<file path="config.mk">
export PLATFORM = sky130hd
export DESIGN_NAME = ftrans_rot
export DESIGN_NICKNAME = d
export VERILOG_FILES = /design/src/rtl/ftrans_rot.sv
export SDC_FILE = /design/constraint.sdc
export NUM_CORES = 1
export LEC_CHECK = 0
export ABC_AREA = 1
export BUFFER_PORTS_ARGS = -buffer_cell sky130_fd_sc_hd__buf_4
export CORE_ASPECT_RATIO = 1.2
export CORE_MARGIN = 1.5
export CORE_UTILIZATION = 60
export CTS_BUF_LIST = sky130_fd_sc_hd__clkbuf_8
export CTS_CLUSTER_DIAMETER = 150
export DETAILED_ROUTE_END_ITERATION = 10
export GPL_ROUTABILITY_DRIVEN = 0
export GPL_TIMING_DRIVEN = 0
export PLACE_DENSITY = 0.95
export SYNTH_ARGS = -nofsm -noshare
export SYNTH_HDL_FRONTEND = slang
export SYNTH_SLANG_ARGS = --single-unit
</file>
<file path="constraint.sdc">
create_clock -name iclk -period 5.09 [get_ports iclk]
set_input_delay 1.018 -clock iclk [delete_from_list [all_inputs] [get_ports iclk]]
set_output_delay 1.018 -clock iclk [all_outputs]
set_load 0.02 [all_outputs]
</file>
<file path="src/rtl/ftrans_rot.sv">
// ftrans_rot: -j / +j trivial-twiddle rotator with elastic 2-stage pipeline.
// Define FTRANS_SAT_EN to saturate negation of the most-negative value.
module ftrans_rot #(
  parameter int DATA_W      = 16,
  parameter int TOTAL_STAGE = 10,
  parameter int STG_W       = 4
) (
  input  logic                   iclk,
  input  logic                   irst,
  input  logic                   ien,
  output logic                   irdy,
  input  logic [2*DATA_W-1:0]    idata,
  input  logic [TOTAL_STAGE-1:0] iaddr,
  input  logic [STG_W-1:0]       istg,
  input  logic                   iinv,
  output logic                   oen,
  input  logic                   ordy,
  output logic [2*DATA_W-1:0]    odata,
  output logic [TOTAL_STAGE-1:0] oaddr,
  output logic                   osat,
  output logic                   oerr
);

  localparam int XW = 1 << STG_W;

  localparam logic [STG_W-1:0] STG_RST =
    STG_W'(TOTAL_STAGE);

  localparam logic [DATA_W-1:0] MIN_V =
    {1'b1, {(DATA_W-1){1'b0}}};

  localparam logic [DATA_W-1:0] MAX_V =
    {1'b0, {(DATA_W-1){1'b1}}};

  typedef struct packed {
    logic                   v;
    logic                   rot;
    logic                   inv;
    logic [DATA_W-1:0]      re;
    logic [DATA_W-1:0]      im;
    logic [TOTAL_STAGE-1:0] addr;
  } s1_t;

  typedef struct packed {
    logic                   v;
    logic                   sat;
    logic [2*DATA_W-1:0]    data;
    logic [TOTAL_STAGE-1:0] addr;
  } s2_t;

  // Returns {saturated, -x} in DATA_W bits.
  function automatic logic [DATA_W:0] neg_f(
    input logic [DATA_W-1:0] x
  );
`ifdef FTRANS_SAT_EN
    if (x == MIN_V) begin
      return {1'b1, MAX_V};
    end
`endif
    return {1'b0, (~x) + DATA_W'(1)};
  endfunction

  s1_t s1_q, s1_d;
  s2_t s2_q, s2_d;

  logic [STG_W-1:0]       stg_q, stg_d;
  logic                   inv_q, inv_d;
  logic [TOTAL_STAGE-1:0] exp_q, exp_d;
  logic                   err_q, err_d;

  logic                   s2_load;
  logic                   acc;
  logic                   frame0;
  logic [STG_W-1:0]       stg_eff;
  logic                   inv_eff;
  logic [STG_W-1:0]       stg_m1;
  logic [STG_W-1:0]       stg_m2;
  logic [XW-1:0]          addr_x;
  logic                   rot_dec;
  logic [TOTAL_STAGE-1:0] mask;

  logic [DATA_W:0]        neg_re;
  logic [DATA_W:0]        neg_im;
  logic [DATA_W-1:0]      r_re;
  logic [DATA_W-1:0]      r_im;
  logic                   r_sat;

  // Handshake and frame-start config selection
  always_comb begin
    s2_load = !s2_q.v | ordy;
    irdy    = !irst & (!s1_q.v | s2_load);
    acc     = ien & irdy;
    frame0  = (iaddr == '0);
    stg_eff = frame0 ? istg : stg_q;
    inv_eff = frame0 ? iinv : inv_q;
  end

  // Rotate bits beyond the address width read as zero
  always_comb begin
    addr_x = '0;
    addr_x[TOTAL_STAGE-1:0] = iaddr;
    stg_m1  = stg_eff - STG_W'(1);
    stg_m2  = stg_eff - STG_W'(2);
    rot_dec = (stg_eff >= STG_W'(2))
            & addr_x[stg_m1]
            & addr_x[stg_m2];
  end

  always_comb begin
    mask = '0;
    for (int i = 0; i < TOTAL_STAGE; i++) begin
      mask[i] = (i < int'(stg_eff));
    end
  end

  always_comb begin
    stg_d = stg_q;
    inv_d = inv_q;
    exp_d = exp_q;
    err_d = err_q;
    if (acc) begin
      if (frame0) begin
        stg_d = istg;
        inv_d = iinv;
        exp_d = TOTAL_STAGE'(1) & mask;
      end else begin
        if (iaddr != exp_q) begin
          err_d = 1'b1;
        end
        exp_d = (iaddr + TOTAL_STAGE'(1)) & mask;
      end
    end
  end

  always_comb begin
    s1_d = s1_q;
    if (acc) begin
      s1_d.v    = 1'b1;
      s1_d.rot  = rot_dec;
      s1_d.inv  = inv_eff;
      s1_d.re   = idata[2*DATA_W-1:DATA_W];
      s1_d.im   = idata[DATA_W-1:0];
      s1_d.addr = iaddr;
    end else if (s2_load) begin
      s1_d.v = 1'b0;
    end
  end

  always_comb begin
    neg_re = neg_f(s1_q.re);
    neg_im = neg_f(s1_q.im);
    r_re   = s1_q.re;
    r_im   = s1_q.im;
    r_sat  = 1'b0;
    unique case (1'b1)
      !s1_q.rot: begin
        r_re  = s1_q.re;
        r_im  = s1_q.im;
      end
      s1_q.rot & !s1_q.inv: begin
        r_re  = s1_q.im;
        r_im  = neg_re[DATA_W-1:0];
        r_sat = neg_re[DATA_W];
      end
      s1_q.rot & s1_q.inv: begin
        r_re  = neg_im[DATA_W-1:0];
        r_im  = s1_q.re;
        r_sat = neg_im[DATA_W];
      end
    endcase
  end

  // osat is cleared on drain so it only pulses with oen
  always_comb begin
    s2_d = s2_q;
    if (s2_load) begin
      s2_d.v = s1_q.v;
      if (s1_q.v) begin
        s2_d.data = {r_re, r_im};
        s2_d.addr = s1_q.addr;
        s2_d.sat  = r_sat;
      end else begin
        s2_d.sat  = 1'b0;
      end
    end
  end

  always_ff @(posedge iclk) begin
    if (irst) begin
      s1_q  <= '0;
      s2_q  <= '0;
      stg_q <= STG_RST;
      inv_q <= 1'b0;
      exp_q <= '0;
      err_q <= 1'b0;
    end else begin
      s1_q  <= s1_d;
      s2_q  <= s2_d;
      stg_q <= stg_d;
      inv_q <= inv_d;
      exp_q <= exp_d;
      err_q <= err_d;
    end
  end

  always_comb begin
    oen   = s2_q.v;
    odata = s2_q.data;
    oaddr = s2_q.addr;
    osat  = s2_q.sat;
    oerr  = err_q;
  end

endmodule

</file>
Word-level counts from Yosys, hierarchy flattened
Cells that the tools add are included.
W data, S select, Z words.
{"block": "classes", "n_eq_ne": 1, "magnitude_cmp": 13, "n_reduce_logical": 10, "addsub": 5, "muxes": 10, "n_bitwise": 12}
{"op": "$pmux W16 S3", "n": 2}
{"op": "$add A16 B1 Y16 const B", "n": 2}
{"op": "$not A16 Y16", "n": 2}
{"op": "$lt A3 B4 Y1 const A", "n": 4}
{"op": "$add A10 B1 Y10 const B", "n": 1}
{"op": "$and A10 B10 Y10", "n": 1}
{"op": "$logic_not A10 Y1", "n": 1}
{"op": "$lt A4 B5 Y1 const B", "n": 2}
{"op": "$mux W10", "n": 1}
{"op": "$ne A10 B10 Y1", "n": 1}
{"op": "$bmux W1 S4", "n": 2}
{"op": "$lt A1 B4 Y1 const A", "n": 2}
{"op": "$lt A2 B4 Y1 const A", "n": 2}
{"op": "$lt A4 B4 Y1 const A", "n": 2}
{"op": "$and A1 B1 Y1", "n": 6}
{"op": "$logic_not A1 Y1", "n": 5}
{"op": "$ge A4 B2 Y1 const B", "n": 1}
{"op": "$mux W1", "n": 4}
{"op": "$mux W4", "n": 1}
{"op": "$reduce_and A2 Y1", "n": 2}
{"op": "$sub A4 B1 Y4 const B", "n": 1}
{"op": "$sub A4 B2 Y4 const B", "n": 1}
{"op": "$reduce_and A3 Y1", "n": 1}
{"op": "$or A1 B1 Y1", "n": 2}
{"op": "2 further kinds", "n": 2}
{"block": "totals", "output_inout_bits": 46, "ff_bits": 103}

Logic depth before layout (Yosys ltp)
{"block": "logic_depth", "word_depth": 7, "depth_mapped": 18, "depth_no_buf": 18}

Worst setup path after synthesis
Ideal clock, no wire load.
{"block": "synth_path", "kind": "input-to-reg", "start": "input port iaddr[1]", "end": "register s1_q[43] (netlist bit)", "arrival_ns": 2.712, "stages": 18, "setup_slack_ns": 2.265, "path_cell_list": "inv_1 > ha_1 > inv_1 > nor2_1 > nand2_4 > inv_1 > nand2_4 > nand2_1 > nand2_2 > ha_1 > nor2_1 > o21ai_0 > nand2_1 > nand2_1 > nand2_1 > nand2_1 > nand3_1 > nand2_1"}
{"block": "synth_between", "elab_chain_len": 7}
{"element": "from (decl)", "line_no": "13", "text": "input logic [TOTAL_STAGE-1:0] iaddr,"}
{"element": "$logic_not A10 Y1", "line_no": "93", "text": "frame0 = (iaddr == '0);"}
{"element": "$mux W4"}
{"element": "$sub A4 B1 Y4", "line_no": "102", "text": "stg_m1 = stg_eff - STG_W'(1);"}
{"element": "$bmux W1 S4", "line_no": "105", "text": "& addr_x[stg_m1]"}
{"element": "$mux W1 (implied by the code)", "line_no": "105"}
{"element": "$and A1 B1 Y1", "line_no": "105"}
{"element": "$and A1 B1 Y1 (*)", "line_no": "106", "text": "& addr_x[stg_m2];"}
{"element": "to (signal assigned)", "line_no": "190", "text": "s1_q <= '0;"}
{"element": "to (signal assigned)", "line_no": "197", "text": "s1_q <= s1_d;"}
{"element": "to (decl)", "line_no": "63", "text": "s1_t s1_q, s1_d;"}
Mark *: on every way between the ends. The rest lies on a longest branch, timed or not. The select of a mux whose other input is x is not followed.
A chain may end at the register's enable or synchronous reset.

Final worst setup path
Same ends and word-level chain as after synthesis.

==> impl_results.md <==
* Maxcap violations at 0
* Core area at 8560 µm²
* Syn Inst Count at 756
* Post-CTS sizing at 0
* Syn Nets at 813
* Via density at 5.76
* Hold Fails Final Rpt at 0
* #FFs+latches synth at 103
* Worst Setup Path Type: primary input to flip-flop
* Actual slew at the worst max-slew pin at 0.635 ns
* Commonest cells after routing, fill and taps aside: nand2_1 (165), dfxtp_1 (103), buf_4 (93)
* CP dominant cell by count: nand2_1
* Reg2reg path depth at 9
* ANT nets after route at 0
* Slowest CP cell: ha_1
* Detailed Route WL at 15.7 mm
* Syn Area/Cell at 7.00 µm²
* CTS tree: yes
* Chip width at 88.7 µm
* Startpoint Class: primary input
* DIE AREA at 9390 µm²
* Post-synth EDFFs at 0
* Hpwl dp at 11.4 mm
* Pwr Density at 283 nW/µm²
* Leading cell type in the layout, fill and taps excluded: nand2_1
* H-tree depth at 3
* Register area at 2060 µm²
* Number of antenna diodes at 0
* Nets@finish at 916
* Final Total Pwr at 1800 µW
* Average wire per standard cell at 16.0 µm
* Post-CTS setup repair buffer count at 0
* Crit-path max cell delay at 0.37 ns
* Layout cells sized above 1 at 0.174
* Status: finished clean
* WP data arrival at 3.23 ns
* Synth async-reset ratio at 0
* Core Rows at 37
* IO buf count at 92
* First-pass GRT wire length at 24.5 mm
* Period utilization at 0.579
* Area after DPL at 6130 µm²
* Final setup violation count at 0
* P_leak at 0.00276 µW
* Sinks on Clock Net at 103
* CP required at 5.37 ns
* DRC Markers at 0
* RSZ-0062 raised after global routing: no
* Drt first-iter violations at 515
* Critical Path End Type: flip-flop
* Post-Syn Area at 5290 µm²
* Slew HR at 0.577
* Pre-Repair DR Iteration Count at 6
* Syn-to-layout area delta at 20.0%
* CTS Buf Count at 9
* Die height at 106 µm
* Vias in the first global route at 5333
* Worst-path clk slew at 0.12 ns
* Share of the yosys chip area belonging to registers at 0.390
* Vias post-DR at 5649
* Clk root buf: clkbuf_8
* # fillers at 680
* Synth Flop Type: dfxtp_1
* GRT overflow at 0
* Pin count of the biggest net entering global routing at 21
* Initial antenna violation count at 0
* CTS Hold Bufs at 0
* Hold depth at 2
* Post-layout min period at 2.95 ns
* Worst-Skew Late Latency at 0.39 ns
* All-Layer GR Usage at 0.339
* FMAX at 339 MHz
* Longest Clk Path Bufs at 2
* Warnings, synthesis at 0
* Yosys cell types at 43
* Area occupied by multi-input gates at 2730 µm²
* Max VDD drop at 0.224 mV
* # IOs at 97
* Crit Path Max Fanout at 7
* Cell area after layout at 6350 µm²
* Setup TNS at 0 ns
* Starting Density at 0.618
* Max Slew Vio Count at 0
* CP Cell Sequence: buf_4, inv_1, ha_1, inv_1, nor2_1, nand2_4, inv_1, nand2_4, nand2_1, nand2_2, ha_1, nor2_1, o21ai_0, nand2_1, nand2_1, nand2_1, nand2_1, nand3_1, nand2_1
* HP Class: flip-flop to flip-flop
* Worst clock skew at 0.0167 ns
-- critical path: cells and delay by family --
kind / cells / cell delay [ns]
adder cells (fa/ha/maj): 2 / 0.54
AND/OR/NAND/NOR: 12 / 1.12
AO/OA/AOI/OAI: 1 / 0.08
buffers and inverters: 4 / 0.47
-- per-layer routing --
layer	up-vias	track usage	wire length, µm
met5	-	0	0
met1	2535	0.375	5730
met4	0	0.235	1020
met2	326	0.566	7540
met3	89	0.0720	1370
li1	2699	-	-
-- flip-flops by register name, indices dropped and copies added, names as in the netlist --
name   cells
s1_q      44
oerr       1
odata     32
exp_q     10
oen        1
oaddr     10
inv_q      1
stg_q      4
-- synthesized netlist by cell type (all sizes together), types with 5 or more instances --
cell type	number	area (µm²)
o211ai	12	90.1
clkbuf	24	90.1
buf	10	60.1
o21ai	88	440
ha	6	75.1
xor2	16	140
a31oi	5	31.3
nor2	60	284
nand2	180	743
inv	91	342
a21oi	72	360
o22ai	14	87.6
dfxtp	103	2060
nand3	39	210
nor3	8	60.1
-- area by class of cell --
cell class / count / share of cell area
Sequential cell: 103 / 0.325
Tap cell: 117 / 0.0231
Multi-Input combinational cell: 527 / 0.431
Inverter: 92 / 0.0544
Clock buffer: 9 / 0.0195
Clock inverter: 7 / 0.0150
Timing Repair Buffer: 92 / 0.109
Buffer: 34 / 0.0237
-- per-stage QoR --
| step | setup slack [ns] | util | std cells | hold WS, ns |
|---|---|---|---|---|
| 2_1_floorplan | 2.26 | - | 756 | 0.423 |
| 3_3_place_gp | 1.85 | 0.716 | 965 | 0.436 |
| 3_5_place_dp | 1.86 | 0.716 | 965 | 0.444 |
| 4_1_cts | 2.19 | 0.741 | 981 | 0.464 |
| 5_1_grt | 1.94 | 0.741 | 981 | 0.483 |
| 6_report | 2.14 | 0.741 | 981 | 0.469 |
-- final timing paths --
path | endpoint | start | slack, ns
setup reg to reg | exp_q[8]$_SDFFE_PP0P_ | oen$_SDFFE_PP0N_ | 2.99
setup / recovery | s1_q[43]$_SDFFE_PP0P_ | iaddr[1] | 2.14
hold reg to reg | oaddr[4]$_SDFFE_PP0P_ | s1_q[4]$_SDFFE_PP0P_ | 0.47
hold / removal | oaddr[4]$_SDFFE_PP0P_ | s1_q[4]$_SDFFE_PP0P_ | 0.47
-- power breakdown --
| group | total, µW | internal [µW] | switching, µW | leakage (µW) |
|---|---|---|---|---|
| registers | 895 | 857 | 38.6 | 0.000846 |
| logic | 333 | 123 | 210 | 0.00181 |
| clock network | 568 | 244 | 324 | 0.000105 |
-- cell families after synthesis --
kind of cell / count (synthesis) / share of synthesized area
AND/OR/NAND/NOR: 296 / 0.256
AO/OA/AOI/OAI: 204 / 0.212
buffers and inverters: 126 / 0.0936
flip-flops: 103 / 0.390
XOR/XNOR: 17 / 0.0281
adder cells (fa/ha/maj): 6 / 0.0142
multiplexers: 3 / 0.00568
other: 1 / 0.000709
Note: power is estimated with default switching activity, not from simulation.
